===== config.mk =====
export PLATFORM = sky130hd
export DESIGN_NAME = conv_window_gen
export DESIGN_NICKNAME = d
export VERILOG_FILES = /design/src/rtl/conv_pkg.sv /design/src/rtl/conv_line_buf.sv /design/src/rtl/conv_window_gen.sv
export SDC_FILE = /design/constraint.sdc
export NUM_CORES = 1
export LEC_CHECK = 0
export BUFFER_PORTS_ARGS = -buffer_cell sky130_fd_sc_hd__buf_2
export CORE_MARGIN = 8
export CORE_UTILIZATION = 50
export DETAILED_ROUTE_END_ITERATION = 10
export PLACE_DENSITY = 0.7
export SYNTH_ARGS = -nofsm -noshare
export SYNTH_HDL_FRONTEND = slang
export SYNTH_HIERARCHICAL = 1
export SYNTH_SLANG_ARGS = --single-unit

===== constraint.sdc =====
create_clock -name clk -period 6.15 [get_ports clk]
set_input_delay 0.3075 -clock clk [delete_from_list [all_inputs] [get_ports clk]]
set_output_delay 0.3075 -clock clk [all_outputs]
set_load 0.01 [all_outputs]

===== src/rtl/conv_pkg.sv =====
// Purpose: shared types and constants for the convolution datapath blocks.
// Latency: n/a (types and constants only).
// Backpressure: n/a.
package conv_pkg;

    // Kernel edge length; the window generator and kernel agree on 3x3.
    localparam int KSIZE = 3;

    typedef logic [15:0] fp16_t;

    // Window element 3*r+c holds row r (0 = top), column c (0 = left).
    typedef fp16_t [8:0] win3x3_t;

endpackage


===== src/rtl/conv_line_buf.sv =====
// Purpose: single-port row buffer, combinational read then write at the same address.
// Latency: read data valid the same cycle as addr; the write lands on the rising edge.
// Backpressure: none; the caller gates we with its own accept condition.
module conv_line_buf #(
    parameter int DEPTH = 4,
    parameter int WIDTH = 32,
    parameter int AW    = (DEPTH > 1) ? $clog2(DEPTH) : 1
) (
    input  logic             clk,
    input  logic             we,
    input  logic [AW-1:0]    addr,
    input  logic [WIDTH-1:0] wr_data,
    output logic [WIDTH-1:0] rd_data
);

    // Contents are not reset: every word is rewritten before it is consumed.
    logic [WIDTH-1:0] mem [DEPTH];

    assign rd_data = mem[addr];

    // Write the new word after the old one has been read this cycle.
    always_ff @(posedge clk) begin
        if (we) begin
            mem[addr] <= wr_data;
        end
    end

endmodule


===== src/rtl/conv_window_gen.sv =====
// Purpose: streaming 3x3 window generator (no padding) feeding conv_kernal; optional CONV_WIN_STRIDE2_EN adds a stride2 port.
// Latency: a window is valid the cycle after its completing pixel is accepted.
// Backpressure: pix_ready = !win_valid || win_ready, so a stalled window holds the pixel stream.
module conv_window_gen
    import conv_pkg::*;
#(
    parameter int IMG_W = 4,
    parameter int IMG_H = 4,
    parameter int DW    = 16
) (
    input  logic                 clk,
    input  logic                 rst_n,
`ifdef CONV_WIN_STRIDE2_EN
    input  logic                 stride2,
`endif
    input  logic                 pix_valid,
    input  logic [DW-1:0]        pix_data,
    output logic                 pix_ready,
    output logic                 win_valid,
    output logic [8:0][DW-1:0]   win_data,
    output logic                 win_last,
    input  logic                 win_ready,
    output logic                 frame_done
);

    localparam int CW = (IMG_W > 1) ? $clog2(IMG_W) : 1;
    localparam int RW = (IMG_H > 1) ? $clog2(IMG_H) : 1;

    localparam logic [CW-1:0] COL_MAX  = CW'(IMG_W - 1);
    localparam logic [RW-1:0] ROW_MAX  = RW'(IMG_H - 1);
    // First row/column at which a full kernel footprint has been seen.
    localparam logic [CW-1:0] COL_EDGE = CW'(KSIZE - 1);
    localparam logic [RW-1:0] ROW_EDGE = RW'(KSIZE - 1);

    logic [CW-1:0] col;
    logic [RW-1:0] row;

    logic pix_acc;
    logic frame_end;
    logic emit;
    logic emit_last;

    // Line buffer word = {row before previous, previous row} at this column.
    logic [2*DW-1:0] lb_rd;
    logic [2*DW-1:0] lb_wr;

    // Newest column of the window, index 0 = top.
    logic [KSIZE-1:0][DW-1:0] new_col;

    // Two most recent columns; the third is the incoming new_col, so the
    // oldest column of a shifted 3x3 register never needs to be stored.
    logic [KSIZE-1:0][KSIZE-2:0][DW-1:0] hist;

    logic [8:0][DW-1:0] win_next;

    assign pix_ready = !win_valid || win_ready;
    assign pix_acc   = pix_valid && pix_ready;
    assign frame_end = (row == ROW_MAX) && (col == COL_MAX);

    assign lb_wr   = {lb_rd[DW-1:0], pix_data};
    assign new_col = {pix_data, lb_rd[DW-1:0], lb_rd[2*DW-1:DW]};

    conv_line_buf #(
        .DEPTH (IMG_W),
        .WIDTH (2 * DW),
        .AW    (CW)
    ) u_line_buf (
        .clk     (clk),
        .we      (pix_acc),
        .addr    (col),
        .wr_data (lb_wr),
        .rd_data (lb_rd)
    );

`ifdef CONV_WIN_STRIDE2_EN
    // Last emitted position under stride 2: largest even offset from the edge.
    localparam logic [CW-1:0] COL_LAST2 = CW'(((IMG_W - 1) % 2 == 0) ? IMG_W - 1 : IMG_W - 2);
    localparam logic [RW-1:0] ROW_LAST2 = RW'(((IMG_H - 1) % 2 == 0) ? IMG_H - 1 : IMG_H - 2);

    logic stride_ok;
    // (row-2) and (col-2) even reduce to row and col even.
    assign stride_ok = !stride2 || (!row[0] && !col[0]);
    assign emit_last = stride2 ? ((row == ROW_LAST2) && (col == COL_LAST2)) : frame_end;
`else
    logic stride_ok;
    assign stride_ok = 1'b1;
    assign emit_last = frame_end;
`endif

    assign emit = pix_acc && (row >= ROW_EDGE) && (col >= COL_EDGE) && stride_ok;

    // Assemble the window as it will look after this pixel shifts in.
    always_comb begin
        win_next = '0;
        for (int r = 0; r < KSIZE; r++) begin
            win_next[KSIZE*r + 0] = hist[r][0];
            win_next[KSIZE*r + 1] = hist[r][1];
            win_next[KSIZE*r + 2] = new_col[r];
        end
    end

    // Shift the column history left on every accepted pixel.
    always_ff @(posedge clk) begin
        if (pix_acc) begin
            for (int r = 0; r < KSIZE; r++) begin
                hist[r][0] <= hist[r][1];
                hist[r][1] <= new_col[r];
            end
        end
    end

    // Raster position of the next pixel; wraps at end of frame with no gap.
    always_ff @(posedge clk or negedge rst_n) begin
        if (!rst_n) begin
            col <= '0;
            row <= '0;
        end else if (pix_acc) begin
            if (col == COL_MAX) begin
                col <= '0;
                row <= (row == ROW_MAX) ? '0 : row + RW'(1);
            end else begin
                col <= col + CW'(1);
            end
        end
    end

    // Output register: load on emit, drop valid once the window is taken.
    always_ff @(posedge clk or negedge rst_n) begin
        if (!rst_n) begin
            win_valid <= 1'b0;
            win_data  <= '0;
            win_last  <= 1'b0;
        end else if (emit) begin
            win_valid <= 1'b1;
            win_data  <= win_next;
            win_last  <= emit_last;
        end else if (win_ready) begin
            win_valid <= 1'b0;
        end
    end

    // One-cycle pulse after the final pixel of a frame is accepted.
    always_ff @(posedge clk or negedge rst_n) begin
        if (!rst_n) begin
            frame_done <= 1'b0;
        end else begin
            frame_done <= pix_acc && frame_end;
        end
    end

endmodule


Word level (Yosys, flattened, before mapping)

Memory sizes are Yosys's and may differ from the RTL's.
Cells that the tools add are included.
W data, S select, Z words.

Memories kept: 1
Bits in writable memories: 128
Logic and storage cells: 42
Bits in latches: 0
Bits in read-only memories: 0
Output and inout bits: 148
Bits in registers: 247

Multiplexer cells: 6
Equal/unequal tests: 2
Div/mod/pow operators: 0
$mul: 0
Add/sub/neg operators: 2
Shift-type cells: 0
Reductions and logical operators: 9
$lt $le $gt $ge: 2
Bitwise gates (word level): 0

Memories:

| name           | words | width | read ports | clocked after memory_dff | wr ports | line                | source |
|---|---|---|---|---|---|---|---|
| u_line_buf.mem | 4     | 32    | 1          | 0                        | 1        | conv_line_buf.sv:17 | `logic [WIDTH-1:0] mem [DEPTH];` |

Operators by type and width:

| kind                  | number |
|---|---|
| $logic_and A1 B1 Y1   | 5 |
| $add A2 B1 Y2 const B | 2 |
| $eq A2 B2 Y1 const B  | 2 |
| $ge A2 B2 Y1 const B  | 2 |
| $mux W1               | 4 |
| $mux W2               | 2 |
| $reduce_and A2 Y1     | 1 |
| $reduce_bool A2 Y1    | 1 |
| $logic_not A1 Y1      | 1 |
| $logic_or A1 B1 Y1    | 1 |

Depth between registers and ports, before layout

Word-level depth: 6
Mapped depth: 8
Depth with buffers taken out: 5

Hierarchy

Netlist, hierarchy kept.

Modules (own cells, without submodules):

| module          | times used | area an instance (sq um) | cells each |
|---|---|---|---|
| conv_window_gen | 1          | 8848.5                   | 432 |
| conv_line_buf   | 1          | 4693.3                   | 172 |

Worst setup path before layout

No wires, ideal clock.

Kind: register to register
Start: register win_valid
End: memory u_line_buf.mem[0][0], enable pin
Data required time: 5682 ps
Cell stages (with the launch flop): 5
Data arrival time: 5084 ps
Library setup time: 468 ps
Period minus slack after synthesis: 5552 ps
Setup slack: 598 ps
Path buffers: 0
Cells stage by stage: dfrtp_1 nand2b_2 nand2_1 inv_1 nor3b_1

Word-level cells in the longest chain between the ends: 5

RTL lines:

| element                       | line                   | source |
|---|---|---|
| start: declaration            | conv_window_gen.sv:19  | `output logic win_valid,` |
| start signal: assignment      | conv_window_gen.sv:130 | `win_valid <= 1'b0;` |
| start signal: assignment      | conv_window_gen.sv:134 | `win_valid <= 1'b1;` |
| start signal: assignment      | conv_window_gen.sv:138 | `win_valid <= 1'b0;` |
| $logic_not A1 Y1              | conv_window_gen.sv:56  | `assign pix_ready = !win_valid \|\| win_ready;` |
| $logic_or A1 B1 Y1            | conv_window_gen.sv:56  |  |
| via pix_ready                 | conv_window_gen.sv:18  | `output logic pix_ready,` |
| $logic_and A1 B1 Y1           | conv_window_gen.sv:57  | `assign pix_acc = pix_valid && pix_ready;` |
| via pix_acc                   | conv_window_gen.sv:38  | `logic pix_acc;` |
| $mux W1                       | conv_line_buf.sv:23    | `if (we) begin` |
| $mux W1 (implied by the code) | conv_line_buf.sv:24    | `mem[addr] <= wr_data;` |
| end: declaration              | conv_line_buf.sv:17    |  |

The timed path passes the listed nets, and every way through them passes these cells.

Final worst setup path

Start: register col[1]
End: register win_data[82] (netlist bit)

Word-level cells in the longest chain between the ends: 2
Elaborated cells between the ends (all ways): 3
Those cells by class: order compare: 1; reduce/logical: 1; memory: 1

RTL lines:

| element                  | line                   | source |
|---|---|---|
| start: declaration       | conv_window_gen.sv:35  | `logic [CW-1:0] col;` |
| start signal: assignment | conv_window_gen.sv:122 | `col <= col + CW'(1);` |
| $ge A2 B2 Y1             | conv_window_gen.sv:90  | `assign emit = pix_acc && (row >= ROW_EDGE) && (col >= COL_EDGE) && stride_ok;` |
| $logic_and A1 B1 Y1      | conv_window_gen.sv:90  |  |
| end signal: assignment   | conv_window_gen.sv:135 | `win_data <= win_next;` |
| end: declaration         | conv_window_gen.sv:20  | `output logic [8:0][DW-1:0] win_data,` |

Parallel ways exist; a longest one is shown, timed or not.
A chain may end at the register's enable or synchronous reset.

==> results.md <==
* Outcome: finished clean
* Final WL at ~24000 µm
* Met3 Use GR at 4.15%
* Slew @ Worst Pin at 0.877 ns
* Max Clk Rate at between 300 and 400 MHz
* Clock sinks at around 380
* Worst hold path type: input pin to register
* Row count at 60
* Endpoints failing setup at 0
* Hold Fails Final Rpt at 0
* Warnings, synthesis at 6
* Boundary Pins at 168
* Antenna-violating nets left at 0
* Synth Cell Area at roughly 14000 µm²
* Final nets at 818
* Cell count after synthesis at 604
* Worst VDD drop at 0.238 mV
* Via density at between 5 and 6
* CP Max Fanout at just under 100
* Pre-CTS setup slack at between 3 and 4 ns
* CTS max path bufs at 3
* Worst hold slack at 0.0542 ns
* Antenna violations before repair at 0
* Area grow syn2layout at 17.6%
* Fillers at about 1900
* HP Start: pix_data[15]
* Wire per inst at 20.2 µm
* Core Footprint at 26800 µm²
* Clock Skew at ~0.02 ns
* Biggest area consumer among synthesized cells: edfxtp_1
* CTS tree: done
* EDFF count, synth at between 200 and 250
* Leakage at 0.00640 µW
* Seq/Total Area, Yosys at 77.6%
* Post-route DRC at 0
* GRT met2 Usage at 23.6%
* Cts bufs inserted at 38
* Worst R2R Start: col[1]
* Crit share post-route at about 52%
* Startpoint Class: register
* Total number of vias at 6033
* Async SR Flop Fraction at 40.3%
* Largest net degree at the start of global routing at 99
* Worst Path Arrival at 3.59 ns
* Top FF cell, synth: edfxtp_1
* Share of the synthesized area in the top cell type at about half
* Design area at 15900 µm²
* Reg2reg end: win_data[82]
* Final worst slack at roughly 2.9 ns
* Synth area leaders: edfxtp_1, dfrtp_1, mux2_2
* WHS Path Cells at 1
* Most frequent cell after synthesis: edfxtp_1
* Core Util, Final at approximately three fifths
* Area of the multi-input gates at 2750 µm²
* Max-cap violation count at 0
* Tot GR Track Use at roughly 15%
* GRT overflow at 0
* RePlAce Congestion at 0.728
* Slew Limit Fails at 0
* Die ar. at 32600 µm²
* First-pass GRT wire length at about 38000 µm
* Hold EP: hist[95]
* Root Driver: clkbuf_16
* Critical path class: register to register
* Die height at 181 µm
* Mean post-synth cell area at 22.4 µm²
* Post-layout min period at 3.20 ns
* Clk pin slew, worst setup/hold paths at 0.06 ns
* Crit. End Element: register
* Initial Util at 50.5%
* Postcts setup bufs at 0
* Die width at about 180 µm
* Cell Pwr Density at 568 nW/µm²
* Inserted Diodes at 0
* Net count after synthesis at 628
* DP Area at approximately 15000 µm²
* Most Used Layer, Global Route: met2
* Clk Latency, worst-skew pair at slightly above 0.5 ns
* Iter 0 DRT Violations at 288
* Met1 usage at 18.5%
* Pre-antenna DRT Iters at 4
* Worst slew margin at 41.5%
* Flip-flop and latch area at 10500 µm²
* Reg2reg setup slack at slightly below 3 ns
* Fin Setup TNS at 0 ns
* Post-synthesis register bit count at 375
* Netlist cell types at 24
* Number of global-route vias before repair at ~6700
* Unrepaired setup endpoints after global routing: false
* DPL Wire Length at 14700 µm
* CP required at 6.54 ns
* I/O Buffers at 167
* R2R cell count at 5
* Share of post-route cells with drive strength above 1 at 50.5%
* Htree depth at 2
* Post-synth top cells: edfxtp_1, dfrtp_1, mux2_2, mux2_4, mux4_2
## flip-flops by register name, summed over array words and instances (netlist names)
register        flops
u_line_buf/mem    128
hist               96
win_data          144
win_last            1
col                 2
win_valid           1
frame_done          1
row                 2
## stage by stage
stage                     cells  power [µW]
after floorplan             604        5890
after global placement     1094        6670
after detailed placement   1094        6800
after CTS                  1164        9190
after global routing       1164        9520
final                      1164        9040
## power by group
group,switching (µW),internal [µW]
clock network,900,1450
registers,426,3710
logic,1240,1320
total,2570,6470
## logic make-up (layout without fill, tap and decap cells)
kind of cell | Yosys count | in the layout | synth area share, %
muxes | 181 | 181 | 19.2
and+or+nand+nor | 12 | 12 | 0.545
DFF | 375 | 375 | 77.6
AOI/OAI and AO/OA | 2 | 2 | 0.148
buffers and inverters | 30 | 249 | 2.21
adders and majority gates | 4 | 4 | 0.370
## metal layers
metal | share of wire, % | vias to the layer above | routed length, µm
li1 | - | 2701 | -
met1 | 44 | 3116 | 10400
met2 | 47 | 171 | 11100
met5 | 0 | - | 0
met3 | 6.3 | 45 | 1480
met4 | 2.5 | 0 | 583
## cell type report
type / count / area share (%)
Inverter: 6 / 0.157
Tap cell: 341 / 2.68
Timing Repair Buffer: 174 / 5.71
Sequential cell: 375 / 66.0
Multi-Input combinational cell: 199 / 17.3
Clock inverter: 18 / 1.36
Clock buffer: 51 / 6.80
## worst max-delay path, cell delays in order, from the launching register on
cell     delay [ns]
dfrtp_2        0.94
ha_1           0.29
o22a_2         0.18
nand3_4        0.56
buf_12         0.50
mux2_2         0.41
## placed cells by master, fill, tap and decap left out, types with 4 or more instances in the layout
cell / n
clkinv_1: 4
clkbuf_8: 4
mux2_2: 97
clkinv_2: 7
buf_2: 166
bufinv_16: 5
edfxtp_1: 224
mux4_1: 4
buf_4: 5
mux4_2: 28
dfrtp_1: 149
inv_1: 5
clkbuf_1: 7
ha_1: 4
clkbuf_16: 40
mux2_4: 49
## how the worst max path moves through the flow
stage | startpoint | to | slack (ns)
final | col[1] | win_data[82] | 2.95
after global routing | col[1] | win_data[65] | 2.79
after CTS | col[1] | win_data[34] | 2.99
after detailed placement | col[1] | win_data[33] | 3.02
after global placement | col[1] | win_data[33] | 3.08
after floorplan | win_valid | u_line_buf/mem[0][0] | 0.60
## repair_timing
item / in CTS / in global routing
hold buffers: 1 / 0
hold endpoints to repair: 82 / 0
resized for setup: 0 / 0
Note: power is estimated with default switching activity, not from simulation.
